--- config.mk ---
export PLATFORM = sky130hd
export DESIGN_NAME = pool1_engine
export DESIGN_NICKNAME = d
export VERILOG_FILES = /design/src/rtl/cnn_pkg.sv /design/src/rtl/pool_max4.sv /design/src/rtl/pool1_engine.sv
export SDC_FILE = /design/constraint.sdc
export NUM_CORES = 1
export LEC_CHECK = 0
export ABC_AREA = 1
export BUFFER_PORTS_ARGS = -buffer_cell sky130_fd_sc_hd__buf_2
export CORE_ASPECT_RATIO = 1.5
export CORE_MARGIN = 2
export CORE_UTILIZATION = 41
export CTS_CLUSTER_DIAMETER = 200
export CTS_CLUSTER_SIZE = 16
export DETAILED_ROUTE_END_ITERATION = 16
export PLACE_DENSITY = 0.68
export SYNTH_ARGS = -nofsm -noshare
export SYNTH_HDL_FRONTEND = slang
export SYNTH_SLANG_ARGS = --single-unit
--- constraint.sdc ---
create_clock -name clk -period 3.1 [get_ports clk]
set_input_delay 0.155 -clock clk [delete_from_list [all_inputs] [get_ports clk]]
set_output_delay 0.155 -clock clk [all_outputs]
set_load 0.01 [all_outputs]
--- src/rtl/cnn_pkg.sv ---
// Shared CNN types: pixel type, conv1/P1 geometry and pooling state enum.
package cnn_pkg;

    localparam int DATA_W  = 16;
    localparam int C1_W    = 24;
    localparam int C1_H    = 24;
    localparam int P1_SIZE = 144;

    typedef logic signed [DATA_W-1:0] pix_t;

    typedef enum logic [1:0] {
        IDLE,
        RUN,
        DRAIN
    } pool_state_t;

endpackage

--- src/rtl/pool_max4.sv ---
// Two-level signed comparator tree returning the maximum of four pixels.
module pool_max4
    import cnn_pkg::*;
(
    input  pix_t d0,
    input  pix_t d1,
    input  pix_t d2,
    input  pix_t d3,
    output pix_t y
);

    pix_t m01;
    pix_t m23;

    assign m01 = (d0 > d1) ? d0 : d1;
    assign m23 = (d2 > d3) ? d2 : d3;
    assign y   = (m01 > m23) ? m01 : m23;

endmodule

--- src/rtl/pool1_engine.sv ---
// 2x2 stride-2 max-pool from conv1 memory into P1 memory.
// Define POOL1_RELU_EN to clamp negative pooled values to zero.
module pool1_engine
    import cnn_pkg::*;
#(
    parameter int IN_W   = C1_W,
    parameter int IN_H   = C1_H,
    parameter int DATA_W = cnn_pkg::DATA_W,
    parameter int IN_AW  = 10,
    parameter int OUT_AW = 8
) (
    input  logic              clk,
    input  logic              reset,
    input  logic              start,
    output logic              busy,
    output logic              done,
    output logic              rd_en,
    output logic [IN_AW-1:0]  rd_addr0,
    output logic [IN_AW-1:0]  rd_addr1,
    output logic [IN_AW-1:0]  rd_addr2,
    output logic [IN_AW-1:0]  rd_addr3,
    input  logic [DATA_W-1:0] rd_data0,
    input  logic [DATA_W-1:0] rd_data1,
    input  logic [DATA_W-1:0] rd_data2,
    input  logic [DATA_W-1:0] rd_data3,
    output logic              wr_en,
    output logic [OUT_AW-1:0] wr_addr,
    output logic [DATA_W-1:0] wr_data
);

    localparam int HW = IN_W / 2;
    localparam int HH = IN_H / 2;
    localparam int CW = (HW > 1) ? $clog2(HW) : 1;
    localparam int RW = (HH > 1) ? $clog2(HH) : 1;

    localparam logic [CW-1:0]    LAST_C   = CW'(HW - 1);
    localparam logic [RW-1:0]    LAST_R   = RW'(HH - 1);
    localparam logic [IN_AW-1:0] COL_STEP = IN_AW'(2);
    localparam logic [IN_AW-1:0] ROW_STEP = IN_AW'(IN_W + 2);
    localparam logic [IN_AW-1:0] ROW_OFF  = IN_AW'(IN_W);

    pool_state_t state_q, state_d;
    logic [CW-1:0]     col_q, col_d;
    logic [RW-1:0]     row_q, row_d;
    logic [IN_AW-1:0]  a0_q, a0_d;
    logic [IN_AW-1:0]  a1_q, a1_d;
    logic [IN_AW-1:0]  a2_q, a2_d;
    logic [IN_AW-1:0]  a3_q, a3_d;
    logic              rd_en_q, rd_en_d;
    logic              busy_q, busy_d;
    logic              done_q, done_d;
    logic              drain_q, drain_d;
    logic              v1_q, v1_d;
    logic              wr_en_q, wr_en_d;
    logic [OUT_AW-1:0] wr_addr_q, wr_addr_d;
    logic [DATA_W-1:0] wr_data_q, wr_data_d;

    pix_t mx;

    pool_max4 u_max (
        .d0 (rd_data0),
        .d1 (rd_data1),
        .d2 (rd_data2),
        .d3 (rd_data3),
        .y  (mx)
    );

    always_comb begin
        state_d = state_q;
        col_d   = col_q;
        row_d   = row_q;
        a0_d    = a0_q;
        rd_en_d = 1'b0;
        busy_d  = busy_q;
        done_d  = 1'b0;
        drain_d = drain_q;
        unique case (state_q)
            IDLE: begin
                if (start) begin
                    state_d = RUN;
                    busy_d  = 1'b1;
                    col_d   = '0;
                    row_d   = '0;
                    a0_d    = '0;
                    rd_en_d = 1'b1;
                end
            end
            RUN: begin
                if (col_q != LAST_C) begin
                    col_d   = col_q + CW'(1);
                    a0_d    = a0_q + COL_STEP;
                    rd_en_d = 1'b1;
                end else if (row_q != LAST_R) begin
                    col_d   = '0;
                    row_d   = row_q + RW'(1);
                    a0_d    = a0_q + ROW_STEP;
                    rd_en_d = 1'b1;
                end else begin
                    state_d = DRAIN;
                    drain_d = 1'b0;
                end
            end
            DRAIN: begin
                if (drain_q) begin
                    state_d = IDLE;
                    busy_d  = 1'b0;
                    done_d  = 1'b1;
                end else begin
                    drain_d = 1'b1;
                end
            end
            default: state_d = IDLE;
        endcase
        a1_d = a0_d + IN_AW'(1);
        a2_d = a0_d + ROW_OFF;
        a3_d = a0_d + ROW_OFF + IN_AW'(1);
    end

    // Read data lands one cycle after rd_en; the write follows one cycle later.
    always_comb begin
        v1_d      = rd_en_q;
        wr_en_d   = v1_q;
        wr_addr_d = wr_addr_q;
        wr_data_d = wr_data_q;
        if (v1_q) begin
            wr_addr_d = wr_en_q ? wr_addr_q + OUT_AW'(1) : '0;
`ifdef POOL1_RELU_EN
            wr_data_d = mx[DATA_W-1] ? '0 : mx;
`else
            wr_data_d = mx;
`endif
        end
    end

    always_ff @(posedge clk or negedge reset) begin
        if (!reset) begin
            state_q   <= IDLE;
            col_q     <= '0;
            row_q     <= '0;
            a0_q      <= '0;
            a1_q      <= '0;
            a2_q      <= '0;
            a3_q      <= '0;
            rd_en_q   <= 1'b0;
            busy_q    <= 1'b0;
            done_q    <= 1'b0;
            drain_q   <= 1'b0;
            v1_q      <= 1'b0;
            wr_en_q   <= 1'b0;
            wr_addr_q <= '0;
            wr_data_q <= '0;
        end else begin
            state_q   <= state_d;
            col_q     <= col_d;
            row_q     <= row_d;
            a0_q      <= a0_d;
            a1_q      <= a1_d;
            a2_q      <= a2_d;
            a3_q      <= a3_d;
            rd_en_q   <= rd_en_d;
            busy_q    <= busy_d;
            done_q    <= done_d;
            drain_q   <= drain_d;
            v1_q      <= v1_d;
            wr_en_q   <= wr_en_d;
            wr_addr_q <= wr_addr_d;
            wr_data_q <= wr_data_d;
        end
    end

    assign busy     = busy_q;
    assign done     = done_q;
    assign rd_en    = rd_en_q;
    assign rd_addr0 = a0_q;
    assign rd_addr1 = a1_q;
    assign rd_addr2 = a2_q;
    assign rd_addr3 = a3_q;
    assign wr_en    = wr_en_q;
    assign wr_addr  = wr_addr_q;
    assign wr_data  = wr_data_q;

endmodule

Yosys cells after proc, flatten, opt, wreduce, memory -nomap -nowiden
Index checks and enable logic that the tools add are counted.
- muxes and demuxes: 32
- bitwise logic cells: 0
- reductions and logical operators: 9
- add/subtract/negate cells: 8
- shift operators: 0
- $mul: 0
- equal/unequal tests: 10
- div/mod/pow operators: 0
- order comparisons: 3
- operators by type and width (operator ; number):
    $gt A16 B16 Y1 ; 3
    $mux W16 ; 3
    $mux W10 ; 3
    $add A10 B1 Y10 const B ; 2
    $add A10 B5 Y10 const B ; 2
    $mux W4 ; 5
    $pmux W10 S2 ; 1
    $pmux W4 S2 ; 2
    $add A10 B2 Y10 const B ; 1
    $ne A2 B2 Y1 const B ; 5
    $mux W1 ; 9
    $reduce_and A3 Y1 ; 3
    $add A4 B1 Y4 const B ; 2
    $add A8 B1 Y8 const B ; 1
    $mux W2 ; 4
    $mux W8 ; 1
    $ne A4 B4 Y1 const B ; 2
    $reduce_and A4 Y1 ; 2
    $pmux W1 S2 ; 3
    $pmux W2 S3 ; 1
    $reduce_bool A2 Y1 ; 3
    $ne A3 B3 Y1 const B ; 1
    $eq A2 B1 Y1 const B ; 1
    $eq A2 B2 Y1 const B ; 1
    $logic_not A2 Y1 ; 1
- bits in latches: 0
- bits in registers: 80
- memories kept: 0
- ROM bits: 0
- output and inout port bits: 68
- memory bits (writable): 0
- word-level logic and storage cells: 77

Logic depth before layout (Yosys ltp)
Gate-level depths: netlist (run 1).
- word-level depth: 6
- depth in mapped cells: 30
- depth with buffers taken out: 28

Modules after synthesis
Synthesis (run 1) repeated with hierarchy kept, for this count alone.
- cells, all modules: 781
- area total of the unflattened synthesis: 5931.9 µm²
- modules (own cells, without submodules) (module ; area each (µm²) ; times used ; cells an instance ; seq. area each (µm²)):
    pool1_engine ; 3545.9 ; 1 ; 390 ; 1851.8
    pool_max4 ; 2386.0 ; 1 ; 391 ; 0.0

Worst setup path before layout (run 1)
Ideal clock, no wire load.
- path kind: input port to flip-flop
- start point: in rd_data3[5]
- end point: reg wr_data_q[10], in the netlist wr_data[10]
- arrival: 3.238 ns
- required time: 2.982 ns
- path buffers: 2
- stages on the path: 26
- path slack: -0.256 ns
- cells stage by stage: inv_1 -> ha_1 -> a21oi_1 -> nor2_1 -> nor3_1 -> o21ai_0 -> nand2_1 -> nand3b_1 -> nand2_1 -> clkbuf_1 -> nand3_1 -> and2_1 -> ha_1 -> nand2_1 -> inv_1 -> o21ai_0 -> nand2_1 -> nor2_1 -> nand2_1 -> nand2_1 -> nand2_1 -> nor2_2 -> clkbuf_1 -> nand3_1 -> nand3_1 -> nand2_1
- word-level cells in the longest chain between the ends: 4
- RTL lines (what ; line ; source):
    from (decl) ; pool1_engine.sv:25 ; input logic [DATA_W-1:0] rd_data3,
    $gt A16 B16 Y1 ; pool_max4.sv:16 ; assign m23 = (d2 > d3) ? d2 : d3;
    $mux W16 * ; pool_max4.sv:16 ;
    $gt A16 B16 Y1 ; pool_max4.sv:17 ; assign y = (m01 > m23) ? m01 : m23;
    $mux W16 * ; pool_max4.sv:17 ;
    to (signal assigned) ; pool1_engine.sv:167 ; wr_data_q <= wr_data_d;
    to (decl) ; pool1_engine.sv:56 ; logic [DATA_W-1:0] wr_data_q, wr_data_d;
Mark *: on every way between the ends. The rest lies on a longest branch, timed or not.
A chain may end at the register's enable or synchronous reset.

Worst setup path after layout (run 1)
- start point: in rd_data3[14]
- end point: reg wr_data_q[4], in the netlist wr_data[4]
Same word-level chain as after synthesis.

==> flow_summary_export.csv, run 1 <==
group,metric,value,unit
logic_synthesis,avgSynthCellArea,7.45,µm²
setup_path,critical_path_arrival,3.36,ns
setup_path,crit_slowest_cell,"ha_1",
finish,post-route-cell-area,0.00806,mm²
detailed_routing,ant_nets,0,
global_route,antenna_found_initial,0,
setup_path,cpMostUsedCell,"nand2_1",
logic_synthesis,yosysSeqAreaShare,0.336,
pwr,p_switching,0.00125,W
detailed_routing,drtIter0Drc,179,
setup_path,r2r_end,"rd_addr3[9]",
sta,min_period_over_period,1.01,
global_route,grt_pass1_vias,5706,
floorplanning,start_util,0.421,
global_route,grt_pass1_wl,26.3,mm
sta,timing.fmax,319,MHz
finish,syn2layout_area_growth,46.2,%
setup_path,crit_buf_inv,6,
floorplanning,dieWidth,98.6,µm
finish,insertedDiodeCount,0,
setup_path,critical_path.max_fanout,6,
setup_path,reg2reg_from,"col_q[0]",
pwr,p_leak,4.27,nW
logic_synthesis,ys_seq_elements,74,
logic_synthesis,ys_types,38,
logic_synthesis,synthArstFlopShare,1.00,
clock_network,cts_tree,"yes",
clock_network,root_buffer,"clkbuf_16",
logic_synthesis,ys_warn_count,0,
sta,final_max_slew_viol_count,0,
finish,final_util,0.616,
pwr,power_frac_seq,0.320,
sta,hold_viol_final,30,
sta,worst_slack,-0.0311,ns
setup_path,rrSetupSlack,0.39,ns
detailed_routing,drc_errors,0,
logic_synthesis,synth_ff_type,"dfrtp_1",
sta,min_period,3.13,ns
setup_path,critical_path_required,3.33,ns
placement,hpwl,12.5,mm
min_path,hold_class,"input port to asynchronous set/reset pin",
run_status,violations,"hold timing, setup timing",
pwr,clock_power_share,0.306,
placement,gp_congestion,0.899,
floorplanning,num_rows,51,
floorplanning,ioPinCount,135,
setup_path,max_stage_delay,0.27,ns
sta,finalHoldWorstSlack,-0.0120,ns
setup_path,critPathTopFamily,"simple AND/OR/NAND/NOR gates",
detailed_routing,drtPass1Iterations,4,
setup_path,start_kind,"input port",
run_status,status,"finished, violations left",
detailed_routing,avgViaCountPerCell,5.05,
logic_synthesis,synth_area,0.00551,mm²
setup_path,path_class,"input port to register",
floorplanning,die_height,146,µm
global_route,grt-ovfl-total,0,
floorplanning,coreArea,0.0131,mm²
pwr,ir_worst_vdd,0.292,mV
finish,drive_gt1_frac,0.390,
clock_network,clkTransAtPathRegs,0.07,ns
clock_network,clock_path_buffers,2,
placement,post_dp_cell_area,0.00719,mm²
sta,worst_pin_slew,0.982,ns
sta,fin_worst_skew,0.0102,ns
clock_network,cts.htree.levels,3,
pwr,pwr-share-comb,0.374,
setup_path,ff2ff_path_depth,19,
clock_network,cts_made_buffers,9,
run,maxCapViolCount,0,
pwr,power-per-cell-area,448,mW/mm²
sta,finalSetupViolCount,12,
sta,rsz0062_at_grt,"yes",
global_route,grt_max_degree,75,
logic_synthesis,synthCells,739,
placement,io_buffers,134,
pwr,power.internal,0.00236,W
logic_synthesis,syn-num-nets,862,
finish,finalNetCount,1113,
detailed_routing,post_drt_wl_per_cell,14.3,µm
finish,n_fill_cell,1173,
floorplanning,dieArea,0.0144,mm²
logic_synthesis,synth_edf_count,0,
detailed_routing,routed_wl,16.5,mm
clock_network,clk-insertion-delay-late,0.34,ns
setup_path,end_kind,"register",
pwr,swShare,0.347,
global_route,groute.usage.overall,0.225,
sta,slew_headroom,0.345,
clock_network,ctsHoldBuffers,0,
clock_network,cts.sinks,74,
detailed_routing,vias,5833,
-- registers in the layout, indices dropped and copies added (netlist names), 2 cells and up --
name and cells:
row_q 4, rd_addr2 10, rd_addr1 7, rd_addr3 10, state_q 2, wr_addr 8
wr_data 16, rd_addr0 7, col_q 4
-- how the worst max path moves through the flow --
stage                  from          end  slack [ns]  cells past startpoint
2_1_floorplan   rd_data3[5]  wr_data[10]        0.01                     27
3_3_place_gp    rd_data2[5]  wr_data[12]       -0.50                     26
3_5_place_dp    rd_data2[5]  wr_data[10]       -0.59                     26
4_1_cts         rd_data2[5]   wr_data[2]       0.005                     26
5_1_grt        rd_data3[13]   wr_data[7]       -0.27                     27
6_report       rd_data3[14]   wr_data[4]       -0.03                     29
-- power groups by stage --
| stage | clock network [W] | registers [W] | logic [W] |
|---|---|---|---|
| global route | 0.00117 | 0.00116 | 0.00149 |
| global placement | 0 | 0.00117 | 0.00111 |
| floorplan | 0 | 0.00120 | 0.000575 |
| CTS | 0.00113 | 0.00115 | 0.00118 |
| finish | 0.00110 | 0.00115 | 0.00135 |
| detailed placement | 0 | 0.00117 | 0.00113 |
-- metrics by stage --
step | setup TNS [ns] | total power [W] | instances | hold slack, ns | setup WS (ns)
6_report | -0.182 | 0.00361 | 1154 | -0.0120 | -0.0311
4_1_cts | 0 | 0.00347 | 1148 | 0.0200 | 0.00509
3_3_place_gp | -7.56 | 0.00229 | 1131 | 0.379 | -0.500
3_5_place_dp | -8.90 | 0.00230 | 1131 | 0.387 | -0.589
2_1_floorplan | 0 | 0.00177 | 739 | -0.141 | 0.0105
5_1_grt | -4.02 | 0.00382 | 1154 | 0.0677 | -0.268
-- cell usage after synthesis, types with 2 or more instances --
library cell    n  area share
ha_1           56        0.13
clkinv_1        2      0.0014
and2_1         16       0.018
nor3_1          7      0.0064
nor2_1         45       0.031
o22ai_1         3      0.0034
clkbuf_1       10      0.0068
nand3_1       106       0.096
buf_2           2      0.0018
buf_4           7      0.0095
a21o_1          4      0.0055
nor2_4          4      0.0082
nand4_1        25       0.028
nand3_2         6       0.011
nand3_4         2      0.0064
nor3b_1         4      0.0055
o21ai_0        12       0.011
nand2_4         6       0.012
nor2_2          3      0.0034
nand2_2        12       0.014
dfrtp_1        74        0.34
o21ai_1         3      0.0027
a21oi_1        27       0.025
inv_2           4      0.0027
inv_1          85       0.058
xnor2_1         3      0.0048
xor2_1         10       0.016
nand2_1       191        0.13
-- layer usage --
metal	track usage	vias up	share of wire
met5	0	-	0
met4	0.0911	0	0.038
met3	0.0283	37	0.033
met2	0.424	161	0.54
met1	0.249	2693	0.39
li1	-	2942	-
-- kinds of logic after synthesis --
kind of cell,Yosys count,synth area share
xor gates and xnor gates,13,0.0207
adders and majority gates,56,0.127
buffers and inverters,111,0.0822
and+or+nand+nor,433,0.383
DFF,74,0.336
AOI/OAI and AO/OA,52,0.0511
-- placed cells by master, fill, tap and decap left out, types with 5 or more instances in the layout --
cell	synthesis	routed
a21oi_1	27	21
a21oi_2	0	6
and2_1	16	11
and2_4	0	5
buf_2	2	131
buf_4	7	117
buf_6	1	6
clkbuf_16	0	11
dfrtp_1	74	74
ha_1	56	37
ha_4	0	18
inv_1	85	80
inv_2	4	7
inv_6	0	5
nand2_1	191	175
nand2_2	12	26
nand2_4	6	8
nand3_1	106	94
nand3_2	6	16
nand4_1	25	25
nor2_1	45	40
nor2_2	3	7
nor2_4	4	5
o21ai_0	12	8
o21ai_1	3	7
xor2_1	10	10
-- layout make-up --
type                       instances  area [µm²]  area share
timing repair buffer             259        1700       0.211
inverter                          91         349      0.0433
clock buffer                       9         225      0.0280
tap                              159         199      0.0247
clock inverter                     7        83.8      0.0104
multi-input combinational        555        3640       0.452
sequential                        74        1850       0.230
-- timing repair --
action | CTS | global route
hold endpoints to repair | 0 | 0
resized for setup | 12 | 80
pin swaps | 2 | 32
setup buffers | 0 | 3
cloned | 1 | 3
setup endpoints to repair | 16 | 16
Note: power is estimated with default switching activity, not from simulation.
==> run 2, diff against run 1 <==
--- a/config.mk
+++ b/config.mk
@@ -8,10 +8,8 @@
 export ABC_AREA = 1
 export BUFFER_PORTS_ARGS = -buffer_cell sky130_fd_sc_hd__buf_2
 export CORE_ASPECT_RATIO = 1.5
-export CORE_MARGIN = 2
 export CORE_UTILIZATION = 41
 export CTS_CLUSTER_DIAMETER = 200
-export CTS_CLUSTER_SIZE = 16
 export DETAILED_ROUTE_END_ITERATION = 16
 export PLACE_DENSITY = 0.68
 export SYNTH_ARGS = -nofsm -noshare
==> run 2 against run 1 <==
  * The run still ends with hold timing, setup timing left
  * Combinational power is 12% higher
  * Via count is 1.6% higher
  * Critical path depth rose by 1
==> flow_summary_export.csv, run 2 (synthesis results as in run 1) <==
group,metric,value,unit
run_status,status,"finished, violations left",
run_status,violations,"hold timing, setup timing",
detailed_routing,drtIter0Drc,190,
finish,drive_gt1_frac,0.423,
sta,min_period,3.22,ns
floorplanning,dieArea,0.0139,mm²
setup_path,critical_path_required,3.32,ns
setup_path,end_kind,"register",
detailed_routing,post_drt_wl_per_cell,14.8,µm
pwr,power_frac_seq,0.304,
detailed_routing,drtPass1Iterations,5,
detailed_routing,vias,5926,
setup_path,critical_path_arrival,3.44,ns
global_route,grt-ovfl-total,0,
clock_network,cts_made_buffers,9,
clock_network,ctsHoldBuffers,0,
finish,final_cell_mix,"170 x nand2_1, 130 x buf_2, 111 x buf_4",
global_route,grt_pass1_wl,26.8,mm
sta,finalHoldWorstSlack,-0.0357,ns
finish,final_util,0.635,
pwr,p_switching,0.00132,W
clock_network,root_buffer,"clkbuf_16",
pwr,power.internal,0.00250,W
placement,dp_cells,1125,
placement,post_dp_cell_area,0.00715,mm²
finish,insertedDiodeCount,0,
setup_path,path_class,"input port to register",
floorplanning,dieWidth,96.6,µm
detailed_routing,drc_errors,0,
placement,io_buffers,134,
setup_path,cpMostUsedCell,"nand2_1",
pwr,power-per-cell-area,462,mW/mm²
finish,finalNetCount,1109,
finish,n_fill_cell,1114,
clock_network,clk-insertion-delay-late,0.34,ns
detailed_routing,routed_wl,17.0,mm
run,maxCapViolCount,0,
sta,fin_worst_skew,0.00734,ns
sta,timing.fmax,311,MHz
finish,instances_no_fill,1150,
floorplanning,ioPinCount,135,
detailed_routing,avgViaCountPerCell,5.15,
global_route,antenna_found_initial,0,
placement,hpwl,12.2,mm
pwr,swShare,0.345,
setup_path,start_kind,"input port",
detailed_routing,ant_nets,0,
clock_network,cts.sinks,74,
sta,finalSetupViolCount,16,
floorplanning,start_util,0.423,
global_route,grt_max_degree,75,
pwr,clock_power_share,0.301,
global_route,groute.usage.overall,0.239,
min_path,hold_class,"input port to asynchronous set/reset pin",
clock_network,cts.htree.levels,3,
pwr,ir_worst_vdd,0.324,mV
pwr,p_leak,4.36,nW
finish,largest_reg_flops,16,
clock_network,clock_path_buffers,2,
sta,worst_pin_slew,0.964,ns
finish,syn2layout_area_growth,50.0,%
sta,rsz0062_at_grt,"yes",
pwr,pwr-share-comb,0.396,
global_route,grt_pass1_vias,5911,
setup_path,critical_path.max_fanout,8,
sta,worst_slack,-0.120,ns
sta,hold_viol_final,38,
sta,min_period_over_period,1.04,
sta,final_max_slew_viol_count,0,
finish,final_common_cell,"nand2_1",
clock_network,clkTransAtPathRegs,0.06,ns
floorplanning,die_height,144,µm
pwr,p_total,0.00382,W
sta,slew_headroom,0.357,
sta,setup_tns,-1.58,ns
placement,gp_congestion,0.879,
floorplanning,coreArea,0.0130,mm²
setup_path,crit_slowest_cell,"ha_1",
setup_path,max_stage_delay,0.26,ns
finish,post-route-cell-area,0.00826,mm²
floorplanning,num_rows,51,
clock_network,cts_tree,"yes",
setup_path,rrSetupSlack,0.30,ns
run 2: cell types whose count changed in the layout (fill, tap and decap cells not counted), sizes merged:
cell,previous run,this run
inv,94,90
bufinv,1,2
buf,257,253
clkinv,2,6
clkinvlp,1,0
run 2: worst paths after layout:
| kind | startpoint | end | depth (start not counted) |
|---|---|---|---|
| setup / recovery | rd_data3[14] | wr_data[15] | 30 |
| max in group asynchronous | reset | wr_addr[5] | 1 |
| hold / removal | reset | col_q[2] | 1 |
| setup reg to reg | col_q[0] | rd_addr3[9] | 19 |
| hold reg to reg | rd_en | v1_q | 0 |
| min in group clk | rd_data1[7] | wr_data[7] | 5 |
run 2: power by group through the flow:
| stage | Clock (W) | Sequential [W] | Combinational (W) |
|---|---|---|---|
| final | 0.00115 | 0.00116 | 0.00151 |
| after global routing | 0.00120 | 0.00117 | 0.00165 |
| after CTS | 0.00116 | 0.00115 | 0.00132 |
| after detailed placement | 0 | 0.00117 | 0.00111 |
| after global placement | 0 | 0.00117 | 0.00109 |
| after floorplan | 0 | 0.00120 | 0.000575 |
run 2: layout make-up:
type,count,area (µm²),area share
Tap cell,159,199,0.0241
Clock inverter,7,103,0.0124
Multi-Input combinational cell,555,3840,0.464
Clock buffer,9,225,0.0273
Timing Repair Buffer,255,1700,0.205
Sequential cell,74,1850,0.224
Inverter,91,349,0.0422
run 2: routing by layer:
metal	part of all wire	vias up	track usage
li1	-	2928	-
met1	0.37	2772	0.249
met2	0.55	174	0.471
met3	0.034	52	0.0237
met4	0.040	0	0.123
met5	0	-	0
run 2: what timing repair did:
action | 4_1_cts | 5_1_grt
gates cloned | 3 | 1
resized for setup | 57 | 78
pin swaps | 40 | 51
buffers inserted | 4 | 1
endpoints found under the setup margin | 16 | 16
run 2: worst max-delay path: cells and delay by family:
family | cells | cell delay [ns]
AOI/OAI and AO/OA | 1 | 0.19
adders and majority gates | 2 | 0.48
buffers and inverters | 7 | 0.73
and+or+nand+nor | 20 | 1.89
run 2: through the flow:
stage	setup slack, ns	hold WS [ns]
after detailed placement	-0.634	0.378
after global routing	-0.338	0.0493
after floorplan	0.0105	-0.141
after global placement	-0.587	0.371
final	-0.120	-0.0357
after CTS	0.00133	0.0201
